--- config.mk ---
export PLATFORM = sky130hd
export DESIGN_NAME = player_stats
export DESIGN_NICKNAME = d
export VERILOG_FILES = /design/src/rtl/game_pkg.sv /design/src/rtl/bcd_digit_add.sv /design/src/rtl/player_stats.sv
export SDC_FILE = /design/constraint.sdc
export NUM_CORES = 1
export LEC_CHECK = 0
export CAP_MARGIN = 0
export CORE_ASPECT_RATIO = 1.75
export CORE_MARGIN = 5
export CORE_UTILIZATION = 55
export CTS_CLUSTER_DIAMETER = 100
export DETAILED_ROUTE_END_ITERATION = 7
export PLACE_DENSITY = 0.82
export SETUP_SLACK_MARGIN = 0.3
export SYNTH_ARGS = -nofsm -noshare
export SYNTH_HDL_FRONTEND = slang
export SYNTH_SLANG_ARGS = --single-unit
--- constraint.sdc ---
create_clock -name Clk -period 9.8 [get_ports Clk]
set_input_delay 1.47 -clock Clk [delete_from_list [all_inputs] [get_ports Clk]]
set_output_delay 1.47 -clock Clk [all_outputs]
set_load 0.005 [all_outputs]
--- src/rtl/game_pkg.sv ---
// Shared types and constants for the per-player game-state logic.
package game_pkg;

    typedef logic [3:0] bcd_t;

    typedef enum logic [1:0] {
        IDLE,
        ADD,
        SAT,
        COMMIT
    } stat_state_t;

    localparam bcd_t BCD_MAX    = 4'd9;
    localparam int   NUM_DIGITS = 4;

    // Award nibbles above 9 are treated as 9.
    function automatic bcd_t clamp_bcd(input logic [3:0] n);
        return (n > BCD_MAX) ? BCD_MAX : n;
    endfunction

endpackage

--- src/rtl/bcd_digit_add.sv ---
// Single BCD digit adder with carry in/out; a digit sum is at most 9+9+1.
module bcd_digit_add
    import game_pkg::*;
(
    input  bcd_t a,
    input  bcd_t b,
    input  logic cin,
    output bcd_t sum,
    output logic cout
);

    logic [4:0] raw;

    always_comb begin
        raw = 5'(a) + 5'(b) + 5'(cin);
        if (raw > 5'(BCD_MAX)) begin
            sum  = 4'(raw - 5'd10);
            cout = 1'b1;
        end else begin
            sum  = raw[3:0];
            cout = 1'b0;
        end
    end

endmodule

--- src/rtl/player_stats.sv ---
// Per-player score (4 BCD digits, saturating at 9999) and damage/invulnerability keeper.
module player_stats
    import game_pkg::*;
#(
    parameter int MAX_DMG     = 8,
    parameter int IFRAMES     = 60,
    parameter int FRAME_CNT_W = 7
) (
    input  logic       Clk,
    input  logic       Reset,
    input  logic       frame_clk,
    input  logic       new_game,
    input  logic       add_valid,
    output logic       add_ready,
    input  logic [7:0] add_pts,
    input  logic       hit,
    output logic [3:0] score0,
    output logic [3:0] score1,
    output logic [3:0] score2,
    output logic [3:0] score3,
    output logic [3:0] hp,
    output logic       dead,
    output logic       invuln
);

    stat_state_t state_q, state_d;

    bcd_t       score_q [NUM_DIGITS];
    bcd_t       work_q  [NUM_DIGITS];
    bcd_t       op_ones_q, op_tens_q;
    logic       carry_q;
    logic [2:0] idx_q;

    logic [3:0]             hp_q;
    logic [FRAME_CNT_W-1:0] timer_q;
    logic                   frame_cur_q, frame_prev_q;
    logic                   frame_rise;

    logic accept, do_digit, do_sat, do_commit;
    bcd_t op_b, dig_sum;
    logic dig_cout;

    assign dead       = (hp_q == 4'(MAX_DMG));
    assign invuln     = (timer_q != '0);
    assign hp         = hp_q;
    assign frame_rise = frame_cur_q & ~frame_prev_q;

    assign score0 = score_q[0];
    assign score1 = score_q[1];
    assign score2 = score_q[2];
    assign score3 = score_q[3];

    always_comb begin
        // NOTE: every output of this block gets a default first, so no path leaves one unassigned and no latch is inferred.
        state_d   = state_q;
        add_ready = 1'b0;
        accept    = 1'b0;
        do_digit  = 1'b0;
        do_sat    = 1'b0;
        do_commit = 1'b0;
        case (state_q)
            IDLE: begin
                add_ready = !dead;
                if (add_valid && !dead) begin
                    accept  = 1'b1;
                    state_d = ADD;
                end
            end
            // The carry out of the thousands digit is judged from the registered carry, one cycle after the last digit.
            ADD: begin
                if (idx_q != 3'(NUM_DIGITS)) begin
                    do_digit = 1'b1;
                end else begin
                    state_d = carry_q ? SAT : COMMIT;
                end
            end
            SAT: begin
                do_sat  = 1'b1;
                state_d = COMMIT;
            end
            COMMIT: begin
                do_commit = 1'b1;
                state_d   = IDLE;
            end
            default: state_d = IDLE;
        endcase
    end

    always_ff @(posedge Clk) begin
        // NOTE: sequential state uses non-blocking assignments so every flop samples pre-edge values.
        if (!Reset || new_game) state_q <= IDLE;
        else                    state_q <= state_d;
    end

    always_comb begin
        case (idx_q[1:0])
            2'd0:    op_b = op_ones_q;
            2'd1:    op_b = op_tens_q;
            default: op_b = 4'd0;
        endcase
    end

    bcd_digit_add u_digit_add (
        .a    (work_q[idx_q[1:0]]),
        .b    (op_b),
        .cin  (carry_q),
        .sum  (dig_sum),
        .cout (dig_cout)
    );

    always_ff @(posedge Clk) begin
        // NOTE: the work digits are cleared with the score so an aborted add leaves nothing behind.
        if (!Reset || new_game) begin
            for (int i = 0; i < NUM_DIGITS; i++) begin
                score_q[i] <= '0;
                work_q[i]  <= '0;
            end
            op_ones_q <= '0;
            op_tens_q <= '0;
            carry_q   <= 1'b0;
            idx_q     <= '0;
        end else begin
            if (accept) begin
                op_ones_q <= clamp_bcd(add_pts[3:0]);
                op_tens_q <= clamp_bcd(add_pts[7:4]);
                work_q    <= score_q;
                carry_q   <= 1'b0;
                idx_q     <= '0;
            end
            if (do_digit) begin
                work_q[idx_q[1:0]] <= dig_sum;
                carry_q            <= dig_cout;
                idx_q              <= idx_q + 3'd1;
            end
            if (do_sat) begin
                for (int i = 0; i < NUM_DIGITS; i++) work_q[i] <= BCD_MAX;
            end
            if (do_commit) score_q <= work_q;
        end
    end

    // Damage and invulnerability run every cycle regardless of the score FSM.
    always_ff @(posedge Clk) begin
        if (!Reset || new_game) begin
            hp_q         <= '0;
            timer_q      <= '0;
            frame_cur_q  <= 1'b0;
            frame_prev_q <= 1'b0;
        end else begin
            frame_cur_q  <= frame_clk;
            frame_prev_q <= frame_cur_q;
            if (hit && !dead && !invuln) begin
                hp_q    <= hp_q + 4'd1;
                timer_q <= FRAME_CNT_W'(IFRAMES);
            end else if (frame_rise && invuln) begin
                timer_q <= timer_q - FRAME_CNT_W'(1);
            end
        end
    end

endmodule

==> results.ini, run 1 <==
[critical_path]
startpoint=idx_q[0]
r2r_setup_slack_ns=6.17
r2r-end=work_q[6]
crit_arrival_ns=3.86
rr_worst_depth=13
rr_startpoint=idx_q[0]
endpoint_kind=register
crit_end=work_q[6]
cp-start-kind=register
crit_required_ns=10.03
critPathKind=register to register
crit_fanout=9

[final_layout]
multi_input_area_mm2=0.00177
seq_area_mm2=0.00118
fin_util=0.672
finalNonFillerCells=451
drive_above_1_share=0.0960
n_antenna_cell=0
fill_cells=462
syn2layout_area_growth_pct=20.0
nets=401

[cts]
cts_resized=0
cts_hold_buffers=0
clk_latency_ns=0.34
postCtsSetupRepairBufs=0
cts.sinks=59
htreeDepth=3
cts.clk_slew.worst_paths_ns=0.06
cts_tree=built
cts_buffer_depth=2
root_buffer=clkbuf_8
cts_buffers=9

[die]
die_width_um=66.6
ioPinCount=37
die-area_mm2=0.00725
initial_core_util=0.560
core_mm2=0.00550
core.rowCount=36
die_h_um=109

[power]
fin_total_pwr_mw=0.539
p_leak_nw=1.33
ir_drop_uv=134
power.density_mw_per_mm2=146

[yosys]
ys_ff_latch=59
ys_warn_count=0
synth_top_area_share=0.384
ys_async_sr_fraction=0
syn_avg_cell_area_um2=9.16
synth_top_cells_by_count=dfxtp_1, nand2_1, nor2_1
synth_area_mm2=0.00308
yosysMostFrequentCell=dfxtp_1
yosys.cell_types.count=57
postSynth.topFlopCell=dfxtp_1
yosys.area.top_type=dfxtp_1
synth_cells=336
synth_area_leaders=dfxtp_1, mux2i_1, ha_1
syn_nets=367
synth_edf_count=0
seq_area_frac_synth=0.384

[timing]
tightest_slew_ns=0.962
grt_setup_unrepaired=false
setup_viol=0
whs_ns=0.455
finalCritPeriodShare=0.370
fmax_mhz=276
slew_headroom=0.359
final_max_slew_viol_count=0
min_period_ns=3.63
hold_viol=0
finClkSkew_ns=0.0115
finalSetupTns_ns=0

[global_routing]
gr-usage-met1=0.226
grt-ovfl-total=0
busiest_layer=met2
grt_pass1_wl_um=12400
antenna_found_initial=0
grt_max_degree=49
grt_use_total=0.227
met2_usage=0.403
grt_pass1_vias=2715
grtUsageMet3=0.0546

[routing]
via_count=2639
drc=0
wl_per_cell_um=16.6
routed_wl_um=7470
drt_pass1_iterations=6
drt-vias-per-instance=5.85
postRouteAntennaNets=0
drt_first_iter_violations=189

[hold_path]
hold_class=register to register

[placed_design]
place_inst=435
place_congestion=0.911
dp_hpwl_um=5400
port_buffers=36

[outcome]
run_status=finished clean

[job]
max_cap_violations=0

## layer usage
layer  wire length [um]  share of wire
met4                407          0.055
met3                349          0.047
met1               2670           0.36
met5                  0              0
met2               4040           0.54
## worst min path at each step
| stage | depth (start not counted) | from | endpoint | slack, ns |
|---|---|---|---|---|
| floorplan | 2 | op_ones_q[1] | op_ones_q[1] | 0.43 |
| global placement | 2 | op_tens_q[3] | op_tens_q[3] | 0.45 |
| detailed placement | 2 | op_tens_q[2] | op_tens_q[2] | 0.45 |
| CTS | 2 | op_tens_q[2] | op_tens_q[2] | 0.46 |
| global route | 2 | op_ones_q[3] | op_ones_q[3] | 0.48 |
| finish | 2 | op_tens_q[2] | op_tens_q[2] | 0.45 |
## power breakdown
group	internal, mW	switching (mW)
clock	0.138	0.0968
combinational	0.0239	0.0330
sequential	0.244	0.00361
## logic make-up after synthesis
group / share of synthesized area
muxes: 0.127
xor gates and xnor gates: 0.0199
AOI/OAI and AO/OA: 0.169
adders and majority gates: 0.0740
DFF: 0.384
and+or+nand+nor: 0.183
buffers and inverters: 0.0431
## cell type report
type / count / area share
Clock buffer: 13 / 0.0457
Clock inverter: 3 / 0.0122
Inverter: 19 / 0.0193
Multi-Input combinational cell: 244 / 0.478
Sequential cell: 59 / 0.320
Tap cell: 76 / 0.0257
Timing Repair Buffer: 37 / 0.0996
## through the flow
stage	instance area, um^2	worst slack (ns)
final	3690	6.17
after global routing	3690	5.86
after CTS	3690	6.19
after detailed placement	3480	6.21
after global placement	3480	6.42
after floorplan	3080	6.51
## worst max-delay path: stages, from the launching register on
cell and delay, ns:
dfxtp_1 0.58, inv_1 0.12, ha_1 0.29, a22oi_1 0.22, fa_1 0.23, inv_1 0.05, fa_1 0.44, xor2_1 0.32
inv_1 0.08, ha_1 0.23, nand2_1 0.12, o31a_1 0.19, o221ai_1 0.24, o41ai_1 0.41
## registers in the layout, summed over array words and instances, names as in the netlist
signal,count
work_q,16
timer_q,7
hp,4
op_ones_q,4
op_tens_q,4
score0,4
score1,4
score2,4
score3,4
idx_q,3
state_q,2
carry_q,1
frame_cur_q,1
frame_prev_q,1
## layout by cell type (no fill, tap or decap), types with 5 or more instances in the layout
cell             synthesis  final
and3_1                   5      5
mux2i_1                 20     20
nand3_1                  7      7
nor3_1                   7      7
nand2_1                 41     41
clkbuf_8                 0     12
a21oi_1                 22     22
clkdlybuf4s50_1          0     36
inv_1                   18     18
a211oi_1                 5      5
mux2_2                   7      7
dfxtp_1                 59     59
nand3b_1                 6      6
and2_1                   5      5
nor2_1                  33     33
ha_1                    15     15
(Power assumes the default switching activity.)
==> inputs of run 2 (changes only) <==
--- a/config.mk
+++ b/config.mk
@@ -8,10 +8,10 @@
 export CAP_MARGIN = 0
 export CORE_ASPECT_RATIO = 1.75
 export CORE_MARGIN = 5
-export CORE_UTILIZATION = 55
+export CORE_UTILIZATION = 50
 export CTS_CLUSTER_DIAMETER = 100
 export DETAILED_ROUTE_END_ITERATION = 7
-export PLACE_DENSITY = 0.82
+export PLACE_DENSITY = 0.79
 export SETUP_SLACK_MARGIN = 0.3
 export SYNTH_ARGS = -nofsm -noshare
 export SYNTH_HDL_FRONTEND = slang
==> constraint.sdc (replaced) <==
create_clock -name Clk -period 3.07 [get_ports Clk]
set_input_delay 0.4605 -clock Clk [delete_from_list [all_inputs] [get_ports Clk]]
set_output_delay 0.4605 -clock Clk [all_outputs]
set_load 0.005 [all_outputs]
==> run 2 against run 1 <==
Net effect:
- sequential cell count did not move
- routed wire length grew 6.5%
- count of clock-buffer cells in the layout decreased by 3
- global-route usage down 2.0 points
- cell count increased by 4.0%
==> results.ini, run 2 (synthesized netlist as in run 1, its figures left out) <==
[outcome]
run_status=finished clean  ; unchanged

[routing]
routed_wl_um=7950  ; was 7470 um
drt_first_iter_violations=188  ; was 189
drc=0  ; unchanged
postRouteAntennaNets=0  ; unchanged
drt-vias-per-instance=5.82  ; was 5.85
wl_per_cell_um=17.0  ; was 16.6 um
drt_pass1_iterations=4  ; was 6
via_count=2728  ; was 2639

[cts]
cts.sinks=59  ; unchanged
clk_latency_ns=0.35  ; was 0.34 ns
cts_hold_buffers=0  ; unchanged
root_buffer=clkbuf_8  ; unchanged
cts.clk_slew.worst_paths_ns=0.07  ; was 0.06 ns
cts_buffers=9  ; unchanged
cts_tree=built  ; unchanged
cts_buffer_depth=2  ; unchanged
htreeDepth=3  ; unchanged

[critical_path]
rr_worst_depth=13  ; unchanged
crit_required_ns=3.29  ; was 10.03 ns
path_cells=mux4_2 -> inv_2 -> fa_2 -> inv_2 -> fa_2 -> xor2_2 -> inv_1 -> ha_2 -> nand2_2 -> o31a_1 -> nand2_2 -> o221ai_4 -> o41ai_2  ; was inv_1 -> ha_1 -> a22oi_1 -> fa_1 -> inv_1 -> fa_1 -> xor2_1 -> inv_1 -> ha_1 -> nand2_1 -> o31a_1 -> o221ai_1 -> o41ai_1
r2r-end=work_q[2]  ; was work_q[6]
crit_arrival_ns=3.13  ; was 3.86 ns
max_stage_delay_ns=0.51  ; was 0.58 ns
crit_fanout=5  ; was 9
r2r_setup_slack_ns=0.16  ; was 6.17 ns
crit_family=adder cells  ; unchanged
critPathKind=register to register  ; unchanged
worst-path-buf-inv=3  ; unchanged
rr_startpoint=idx_q[0]  ; unchanged
cp-start-kind=register  ; unchanged
crit_slowest_cell=mux4_2  ; was dfxtp_1
endpoint_kind=register  ; unchanged

[global_routing]
grt_max_degree=28  ; was 49
grt-ovfl-total=0  ; unchanged
grt_use_total=0.206  ; was 0.227
grt_pass1_wl_um=12900  ; was 12400 um
grt_pass1_vias=2756  ; was 2715
antenna_found_initial=0  ; unchanged

[timing]
tightest_slew_ns=0.988  ; was 0.962 ns
final_max_slew_viol_count=0  ; unchanged
min_period_ns=2.91  ; was 3.63 ns
hold_viol=0  ; unchanged
finalCritPeriodShare=0.948  ; was 0.370
whs_ns=0.458  ; was 0.455 ns
grt_setup_unrepaired=true  ; was false
slew_headroom=0.341  ; was 0.359
setup_viol=0  ; unchanged
finClkSkew_ns=0.00593  ; was 0.0115 ns
fmax_mhz=344  ; was 276 MHz

[die]
ioPinCount=37  ; unchanged
die_h_um=114  ; was 109 um
initial_core_util=0.506  ; was 0.560
core.rowCount=38  ; was 36
die_width_um=69.3  ; was 66.6 um
core_mm2=0.00609  ; was 0.00550 mm^2
die-area_mm2=0.00789  ; was 0.00725 mm^2

[hold_path]
min_to=op_tens_q[2]  ; unchanged
min_from=op_tens_q[2]  ; unchanged
hold-path-cell-count=2  ; unchanged
hold_class=register to register  ; unchanged

[final_layout]
most-common-layout-cells=dfxtp_1, nand2_1, clkdlybuf4s50_1  ; unchanged
drive_above_1_share=0.190  ; was 0.0960
layout_commonest_cell=dfxtp_1  ; unchanged
top_register=work_q  ; unchanged
fill_cells=533  ; was 462
largest_reg_flops=16  ; unchanged
syn2layout_area_growth_pct=28.2  ; was 20.0%
nets=415  ; was 401
largest_registers=work_q: 16 flops, timer_q: 7 flops  ; unchanged
n_antenna_cell=0  ; unchanged

[placed_design]
port_buffers=36  ; unchanged
place_congestion=0.934  ; was 0.911
dp_hpwl_um=5780  ; was 5400 um

[job]
max_cap_violations=0  ; unchanged

[power]
pwr-share-comb=0.120  ; was 0.106
power.density_mw_per_mm2=452  ; was 146 mW/mm^2
fin_total_pwr_mw=1.78  ; was 0.539 mW
p_sw_mw=0.455  ; was 0.133 mW
p_seq_frac=0.441  ; was 0.458
p_int_mw=1.33  ; was 0.406 mW
p_leak_nw=1.43  ; was 1.33 nW
ir_drop_uv=497  ; was 134 uV
p_clk_frac=0.439  ; was 0.436
swShare=0.255  ; was 0.247

run 2: changes by cell type in the layout (fill, tap and decap cells not counted), sizes merged:
| cell | previous run | this run |
|---|---|---|
| clkbuf | 13 | 10 |
| bufinv | 1 | 2 |
| inv | 18 | 19 |
| buf | 1 | 15 |
| clkinv | 1 | 2 |
run 2: how the worst max path moves through the flow:
stage               startpoint    endpoint  slack, ns  cells past startpoint
finish                idx_q[0]   work_q[2]       0.16                     13
global route          idx_q[0]  work_q[14]       0.03                     13
CTS                   idx_q[0]  work_q[10]       0.22                     13
detailed placement    idx_q[0]   work_q[2]      -0.03                     14
global placement      idx_q[0]   work_q[6]       0.11                     13
floorplan             idx_q[0]   work_q[2]       0.26                     14
run 2: power by group through the flow:
stage | Combinational [mW] | Sequential, mW | Clock (mW)
finish | 0.214 | 0.787 | 0.782
floorplan | 0.131 | 0.803 | 0
detailed placement | 0.191 | 0.807 | 0
global route | 0.235 | 0.789 | 0.831
global placement | 0.188 | 0.806 | 0
CTS | 0.210 | 0.787 | 0.791
run 2: worst register-to-register path, stage by stage (launching register included):
cell      delay (ns)
dfxtp_4         0.38
mux4_2          0.51
inv_2           0.08
fa_2            0.21
inv_2           0.04
fa_2            0.37
xor2_2          0.16
inv_1           0.07
ha_2            0.19
nand2_2         0.07
o31a_1          0.27
nand2_2         0.09
o221ai_4        0.25
o41ai_2         0.09
run 2: layout make-up:
| cell class | instances | area, um^2 | share of cell area |
|---|---|---|---|
| Clock buffer | 10 | 128 | 0.0323 |
| Clock inverter | 6 | 88.8 | 0.0225 |
| Inverter | 19 | 71.3 | 0.0181 |
| Multi-Input combinational cell | 244 | 1880 | 0.477 |
| Sequential cell | 59 | 1190 | 0.301 |
| Tap cell | 80 | 100 | 0.0254 |
| Timing Repair Buffer | 51 | 485 | 0.123 |
run 2: timing repair:
action | 4_1_cts | 5_1_grt
gates resized for setup | 13 | 4
buffers inserted | 9 | 1
pin swaps | 11 | 6
cloned | 0 | 0
endpoints found under the setup margin | 13 | 13
run 2: metal layers:
layer / track usage / routed length [um] / vias up
met4: 0.115 / 348 / 0
met1: 0.194 / 2790 / 1310
met2: 0.397 / 4450 / 89
li1: - / - / 1295
met3: 0.0520 / 364 / 34
met5: 0 / 0 / -
run 2: through the flow:
stage	utilization	TNS [ns]	worst slack [ns]	cell area [um^2]	std cells
detailed placement	0.586	-0.0864	-0.0309	3560	443
finish	0.648	0	0.160	3950	469
CTS	0.642	0	0.216	3910	468
floorplan	-	0	0.265	3120	336
global placement	0.586	0	0.111	3560	443
global route	0.648	0	0.0309	3950	469
